[config.mk]
export PLATFORM = sky130hd
export DESIGN_NAME = lsu
export DESIGN_NICKNAME = d
export VERILOG_FILES = /design/src/rtl/lsu_pkg.sv /design/src/rtl/lsu_lane.sv /design/src/rtl/lsu.sv
export SDC_FILE = /design/constraint.sdc
export NUM_CORES = 1
export LEC_CHECK = 0
export CAP_MARGIN = 20
export CORE_MARGIN = 2
export CORE_UTILIZATION = 38
export CTS_CLUSTER_DIAMETER = 60
export DETAILED_ROUTE_END_ITERATION = 10
export PLACE_DENSITY = 0.71
export REMOVE_ABC_BUFFERS = 1
export SYNTH_ARGS = -nofsm -noshare
export SYNTH_HDL_FRONTEND = slang
export SYNTH_HIERARCHICAL = 1
export SYNTH_SLANG_ARGS = --single-unit
[constraint.sdc]
create_clock -name clk -period 3.35 [get_ports clk]
set_input_delay 1.005 -clock clk [delete_from_list [all_inputs] [get_ports clk]]
set_output_delay 1.005 -clock clk [all_outputs]
set_load 0.03 [all_outputs]
[src/rtl/lsu_pkg.sv]
// Shared definitions for the load/store unit: funct3 encodings, FSM states
// and the access-size decode.
package lsu_pkg;

    localparam logic [2:0] F3_B  = 3'b000;
    localparam logic [2:0] F3_H  = 3'b001;
    localparam logic [2:0] F3_W  = 3'b010;
    localparam logic [2:0] F3_D  = 3'b011;
    localparam logic [2:0] F3_BU = 3'b100;
    localparam logic [2:0] F3_HU = 3'b101;
    localparam logic [2:0] F3_WU = 3'b110;

    typedef enum logic [1:0] {
        StIdle,
        StReq,
        StWait,
        StResp
    } lsu_state_e;

    typedef struct packed {
        logic [3:0] nbytes;
        logic       uns;
    } size_info_t;

    // Encoding 111 decodes as 8 bytes; the caller flags it as an error.
    function automatic size_info_t size_decode(input logic [2:0] f3);
        size_info_t s;
        s.uns = f3[2];
        case (f3[1:0])
            2'b00:   s.nbytes = 4'd1;
            2'b01:   s.nbytes = 4'd2;
            2'b10:   s.nbytes = 4'd4;
            default: s.nbytes = 4'd8;
        endcase
        return s;
    endfunction

endpackage

[src/rtl/lsu_lane.sv]
// Byte-lane steering: store data/mask shift into the lane, load data shift
// down and sign/zero extension.
module lsu_lane #(
    parameter int unsigned XLEN = 32
) (
    input  logic [$clog2(XLEN/8)-1:0] off,
    input  logic [3:0]                nbytes,
    input  logic                      uns,
    input  logic [XLEN-1:0]           wdata,
    input  logic [XLEN-1:0]           rdata,
    output logic [XLEN-1:0]           wdata_sh,
    output logic [XLEN/8-1:0]         wmask,
    output logic [XLEN-1:0]           rdata_ext
);

    localparam int unsigned NB    = XLEN / 8;
    localparam int unsigned IDX_W = $clog2(XLEN);

    logic [8:0]        ones;
    logic [XLEN-1:0]   shifted;
    logic [XLEN-1:0]   keep;
    logic [31:0]       nbits;
    logic [IDX_W-1:0]  sidx;
    logic              sgn;

    always_comb begin
        ones     = (9'd1 << nbytes) - 9'd1;
        wmask    = NB'(ones) << off;
        wdata_sh = wdata << {off, 3'b000};

        shifted = rdata >> {off, 3'b000};
        nbits   = 32'(nbytes) * 32'd8;
        if (nbits > XLEN) begin
            nbits = XLEN;
        end
        sidx = IDX_W'(nbits - 32'd1);
        sgn  = ~uns & shifted[sidx];
        // Bits below nbits come from memory, the rest are the extension bit.
        keep      = ~({XLEN{1'b1}} << nbits);
        rdata_ext = (shifted & keep) | ({XLEN{sgn}} & ~keep);
    end

endmodule

[src/rtl/lsu.sv]
// Load/store unit: valid/ready request port in, variable-latency memory
// port out, one access in flight at a time.
module lsu
    import lsu_pkg::*;
#(
    parameter int unsigned XLEN   = 32,
    parameter int unsigned ADDR_W = 32
) (
    input  logic                clk,
    input  logic                rst,
    input  logic                req_valid,
    output logic                req_ready,
    input  logic                req_wen,
    input  logic [2:0]          req_funct3,
    input  logic [ADDR_W-1:0]   req_addr,
    input  logic [XLEN-1:0]     req_wdata,
    output logic                mem_valid,
    input  logic                mem_ready,
    output logic                mem_wen,
    output logic [ADDR_W-1:0]   mem_addr,
    output logic [XLEN-1:0]     mem_wdata,
    output logic [XLEN/8-1:0]   mem_wmask,
    input  logic                mem_rvalid,
    input  logic [XLEN-1:0]     mem_rdata,
    output logic                resp_valid,
    output logic [XLEN-1:0]     resp_rdata,
    output logic                resp_err
);

    localparam int unsigned OFF_W = $clog2(XLEN / 8);

    lsu_state_e        state_q, state_d;
    logic              wen_q;
    logic [2:0]        f3_q;
    logic [ADDR_W-1:0] addr_q;
    logic [XLEN-1:0]   wdata_q;
    logic [XLEN-1:0]   rdata_q;
    logic              err_q;

    size_info_t        req_info;
    size_info_t        cur_info;
    logic              acc_err;
    logic [XLEN-1:0]   lane_wdata;
    logic [XLEN/8-1:0] lane_wmask;
    logic [XLEN-1:0]   lane_rdata;

    always_comb begin
        req_info = size_decode(req_funct3);
        cur_info = size_decode(f3_q);
        acc_err  = (req_funct3 == 3'b111)
                 | (req_wen & req_info.uns)
                 | ((XLEN == 32) & ((req_funct3 == F3_D) | (req_funct3 == F3_WU)))
                 | ((req_addr[3:0] & (req_info.nbytes - 4'd1)) != 4'd0);
    end

    lsu_lane #(
        .XLEN (XLEN)
    ) u_lane (
        .off       (addr_q[OFF_W-1:0]),
        .nbytes    (cur_info.nbytes),
        .uns       (cur_info.uns),
        .wdata     (wdata_q),
        .rdata     (mem_rdata),
        .wdata_sh  (lane_wdata),
        .wmask     (lane_wmask),
        .rdata_ext (lane_rdata)
    );

    always_comb begin
        state_d = state_q;
        case (state_q)
            StIdle: begin
                if (req_valid) begin
                    state_d = acc_err ? StResp : StReq;
                end
            end
            StReq: begin
                if (mem_ready) begin
                    state_d = wen_q ? StResp : StWait;
                end
            end
            StWait: begin
                if (mem_rvalid) begin
                    state_d = StResp;
                end
            end
            default: state_d = StIdle;
        endcase
    end

    always_ff @(posedge clk) begin
        if (!rst) begin
            state_q <= StIdle;
            wen_q   <= 1'b0;
            f3_q    <= 3'b000;
            addr_q  <= '0;
            wdata_q <= '0;
            rdata_q <= '0;
            err_q   <= 1'b0;
        end else begin
            state_q <= state_d;
            if (state_q == StIdle && req_valid) begin
                wen_q   <= req_wen;
                f3_q    <= req_funct3;
                addr_q  <= req_addr;
                wdata_q <= req_wdata;
                err_q   <= acc_err;
                rdata_q <= '0;
            end
            if (state_q == StWait && mem_rvalid) begin
                rdata_q <= lane_rdata;
            end
        end
    end

    always_comb begin
        req_ready  = (state_q == StIdle) & rst;
        mem_valid  = (state_q == StReq);
        mem_wen    = mem_valid & wen_q;
        mem_addr   = {addr_q[ADDR_W-1:OFF_W], {OFF_W{1'b0}}};
        mem_wdata  = lane_wdata;
        mem_wmask  = wen_q ? lane_wmask : '0;
        resp_valid = (state_q == StResp);
        resp_err   = resp_valid & err_q;
        resp_rdata = rdata_q;
    end

endmodule
[Word level (Yosys, flattened, before mapping)]
Index checks and enable logic that the tools add are counted.
Word-level totals
  register bits after elaboration: 103
  latch bits: 0
  bits in writable memories: 0
  memory bits (read-only): 0
  output and inout bits: 105
  memories: 0
Operators by class
  add/sub/neg operators: 3
  multiply operators: 0
  divide/modulo/power cells: 0
  order comparisons: 2
  equality and inequality tests: 13
  shift-type cells: 5
  muxes and demuxes: 14
  bitwise operators: 16
  reduce and logical (&&, ||, !) cells: 8
Operator list (count)
  $and 32x32->32: 2
  $mux 32: 2
  $not 32->32: 2
  $or 32x32->32: 1
  $shl 32x5->32: 1
  $shl 32x7->32 const A: 1
  $shr 32x5->32: 1
  $pmux 4 s3: 2
  $eq 2x2->1 const B: 4
  $mux 2: 4
  $sub 4x1->4 const B: 2
  $gt 7x6->1 const B: 1
  $mux 7: 1
  $eq 2x1->1 const B: 3
  $eq 3x3->1 const B: 2
  $logic_not 2->1: 3
  $lt 5x6->1 const B: 1
  $pmux 2 s3: 1
  $and 1x1->1: 5
  $bmux 1 s5: 1
  $sub 5x1->5 const B: 1
  $and 4x4->4: 1
  $mux 4: 1
  $ne 2x2->1 const B: 2
  other kinds (11): 16

[Depth between registers and ports, before layout]
Gate-level depths: netlist of run 1.
  depth in word-level cells: 11
  gate-level depth with buffers: 10

[By module]
The synthesis of run 1 kept the hierarchy.
Modules (own cells, without submodules)
  lsu: times used 1, cells an instance 476, area each 4190.3 sq um, seq. area each 2062.0 sq um
  lsu_lane: times used 1, cells an instance 234, area each 1426.4 sq um, seq. area each 0.0 sq um

[Worst setup path before layout of run 1]
Ideal clock, no wire load.
  path type: register -> output
  start: reg f3_q[0]
  end: out mem_wmask[3]
  data arrival time: 2.174 ns
  data required time: 2.345 ns
  slack: 0.171 ns
  cell stages (with the launch flop): 10
  cell sequence: dfxtp_1 > nor2b_1 > buf_2 > nor4_1 > clkbuf_1 > inv_1 > ha_1 > mux2_2 > mux2i_1 > and2_1
RTL lines
  start: declaration: line lsu.sv:34  | logic [2:0] f3_q;
  start signal: assignment: line lsu.sv:104  | f3_q <= req_funct3;
  end: declaration: line lsu.sv:22  | output logic [XLEN/8-1:0] mem_wmask,

==> impl_results.md, run 1 <==
* Post-synthesis async set-or-reset flop share at 0%
* Number of library cell types mapped by synthesis at 41
* Met1 GRT Util at 25.79%
* CTS Sinks at 103
* Area Growth Syn to Fin at 41.48%
* DR vias at 5272
* Ratio of cells with drive above 1 in the final layout at 8.362%
* First-pass GRT wire length at 25940 um
* Critical Path Stages at 6
* Global route overflow at 0
* Crit-path cells: nor2_2, nor4_4, buf_4, nor3_1, and2_1, clkdlybuf4s50_1
* CORE AREA at 14480 um2
* Cell Area, Synth at 5617 um2
* Syn. warnings at 6
* Worst rel slew slack at 38.62%
* Top Ports at 210
* Worst Setup Start Kind: flop
* HPWL after detailed placement at 11150 um
* Syn Area/Cell at 7.911 um2
* CP max stage delay at 0.68 ns
* Hold WS at 0.4613 ns
* Cells after Synth at 710
* Crit path capture type: output port
* Maximum fanout along the worst path at 10
* Power Density at 675.4 nW/um2
* Final Hold Viols at 0
* Fmax at 306.1 MHz
* Clock Path Buffers at 2
* Filler cell count at 1416
* GRT Util Overall at 20.27%
* Starting Density at 38.79%
* Fin area at 7946 um2
* Final-report setup violation count at 0
* Clock latency on the worst-skew pair at 0.35 ns
* Leakage at 0.002859 uW
* Minimum clock period at 3.267 ns
* Post-CTS Setup Repair Bufs at 0
* Placed cell area at 7570 um2
* Reg-to-reg slack, setup at 0.59 ns
* Actual slew at the worst max-slew pin at 0.9207 ns
* Largest net degree at the start of global routing at 106
* DRT iter0 DRCs at 319
* Met2 GRT Util at 32.11%
* Per-cell routed wire length at 15.41 um
* M3 GR Usage at 7.317%
* Post-synthesis sequential area ratio at 36.71%
* Buf/Inv on CP at 2
* CP arrival at 2.26 ns
* CTS clk-pin slew, worst paths at 0.07 ns
* EDFF count, synth at 0
* Share of the synthesized area in the top cell type at 36.71%
* # rows at 44
* ANT cells at 0
* IO Port Bufs at 207
* Area of the multi-input gates at 3087 um2
* Die Y-Extent at 125.6 um
* Area leader, netlist: dfxtp_1
* Nets at 967
* Busiest layer in global routing: met2
* Status: finished, final reports clean
* Die Wd at 125.6 um
* Max_cap viols at 0
* Initial antenna violation count at 0
* CTS root buf: clkbuf_16
* Gpl congestion at 0.8106
* CTS Buf Count at 9
* Critical Path RT at 2.34 ns
* Finished Layout Cells at 1045
* Pre-CTS setup slack at 0.2888 ns
* Peak supply drop at 0.0003600 V
* CP delay by family, top: buffers and inverters
* Setup ws final at 0.08277 ns
* Final critical-path share of the clock period at 97.53%
* Skew final at 0.006517 ns
* Antenna Nets Post-Route at 0
* Critical Path Source: f3_q[0]
* Vias per std cell at 5.045
* Register bit count reported by yosys at 103
* Most common flop cell mapped by yosys: dfxtp_1
* Storage cell area at 2069 um2
* Die area at 15770 um2
* R2R depth at 7
* Synth area leaders: dfxtp_1, nand2_1, a21boi_0, mux2i_1, nor2b_1
* CTS tree: yes
* Crit path capture: mem_wmask[0]
* RR Startpoint: addr_q[0]
* Number of H-tree levels at 3
* CP Class: reg2out
* RR Endpoint: resp_rdata[17]
* DRT Wirelength at 16110 um
* Drc violations at 0
* DR pass1 iterations at 4
* Critical-path top delay cell: clkdlybuf4s50_1
* Unrepaired setup endpoints after global routing: true
* Fin. max-slew vios at 0
* Min-delay worst type: reg2reg
* Number of global-route vias before repair at 5083
* Placed cells at 1030
[metal layers]
metal,routed length [um],vias up
li1,-,2645
met1,7086,2427
met2,7208,187
met3,1613,13
met4,195,0
met5,0,-
[power by group]
| part | total, uW | internal, uW | leakage (uW) | switching, uW |
|---|---|---|---|---|
| combinational | 2650 | 1090 | 0.00186 | 1560 |
| clock | 1100 | 639 | 0.000152 | 457 |
| sequential | 1630 | 1450 | 0.000842 | 172 |
[final cells by class]
class | instances | share of cell area, %
clock buffers | 13 | 3.401
clock inverters | 2 | 0.4881
inverters | 9 | 0.4251
multi-input cells | 513 | 38.84
flip-flops and latches | 103 | 26.04
well taps | 184 | 2.897
repair buffers | 221 | 27.90
[cells by family (layout without fill, tap and decap cells)]
group / count (synthesis) / in the layout / share of synthesized area [%]
adder cells (fa/ha/maj): 5 / 5 / 1.114
other: 1 / 2 / 0.06677
multiplexers: 45 / 45 / 8.309
buffers and inverters: 95 / 245 / 9.668
AO/OA/AOI/OAI: 178 / 178 / 21.34
flip-flops: 103 / 103 / 36.71
AND/OR/NAND/NOR: 281 / 281 / 22.48
XOR/XNOR: 2 / 2 / 0.3119
[layout by cell type (no fill, tap or decap), types with 16 or more instances in the layout]
cell type and count:
and2_1 16, nor2_1 26, mux2i_1 35, clkdlybuf4s50_1 194, buf_4 20, a21boi_0 66, dfxtp_1 99, o21ai_0 30
a21oi_1 28, a22oi_1 32, nand2_1 172, nor2b_1 42
[worst reg2reg max path, stage by stage, from the launching register on]
cell     delay (ns)
dfxtp_4        0.70
buf_4          0.48
mux2_2         0.42
a221o_1        0.34
nand3_2        0.31
o21ai_0        0.15
a22oi_1        0.19
nor2b_1        0.06
[how the worst min path moves through the flow]
stage,end,from,cells after the start
after global placement,wdata_q[25],wdata_q[25],2
after global routing,wdata_q[29],wdata_q[29],2
after CTS,wdata_q[28],wdata_q[28],2
after detailed placement,wdata_q[28],wdata_q[28],2
after floorplan,f3_q[2],f3_q[2],2
final,wdata_q[28],wdata_q[28],2
[synth_stat cells, drive strengths merged (5+ instances only)]
cell type / n
nand2: 173
a22oi: 32
clkbuf: 27
a211oi: 9
a21oi: 28
o21ai: 33
dfxtp: 103
nor2b: 45
inv: 9
mux2: 10
buf: 59
and2: 19
mux2i: 35
a21boi: 68
ha: 5
nor2: 31
[stage by stage]
| stage | TNS [ns] | util [%] | power [uW] |
|---|---|---|---|
| final | 0 | 54.88 | 5367 |
| after global routing | -0.05870 | 54.88 | 5714 |
| after CTS | -0.04023 | 54.47 | 5398 |
| after detailed placement | 0 | 52.28 | 4285 |
| after global placement | 0 | 52.28 | 4261 |
| after floorplan | -15.27 | - | 3212 |
[registers in the layout, indices dropped and copies added, names as in the netlist]
| signal | count |
|---|---|
| wen_q | 1 |
| err_q | 1 |
| addr_q | 32 |
| f3_q | 3 |
| resp_rdata | 32 |
| wdata_q | 32 |
| state_q | 2 |
[timing repair]
item,CTS,global route
setup endpoints to repair,4,12
pin swaps,0,3
hold buffers,0,0
cloned,0,0
endpoints found under the hold margin,0,0
gates resized for setup,3,16
Power figures use the tool's default switching activity.
==> inputs of run 2 (changes only) <==
Settings changed: CAP_MARGIN 20 to 30.
==> results of run 2 <==
Final layout, timing and power as in run 1 (identical DEF).
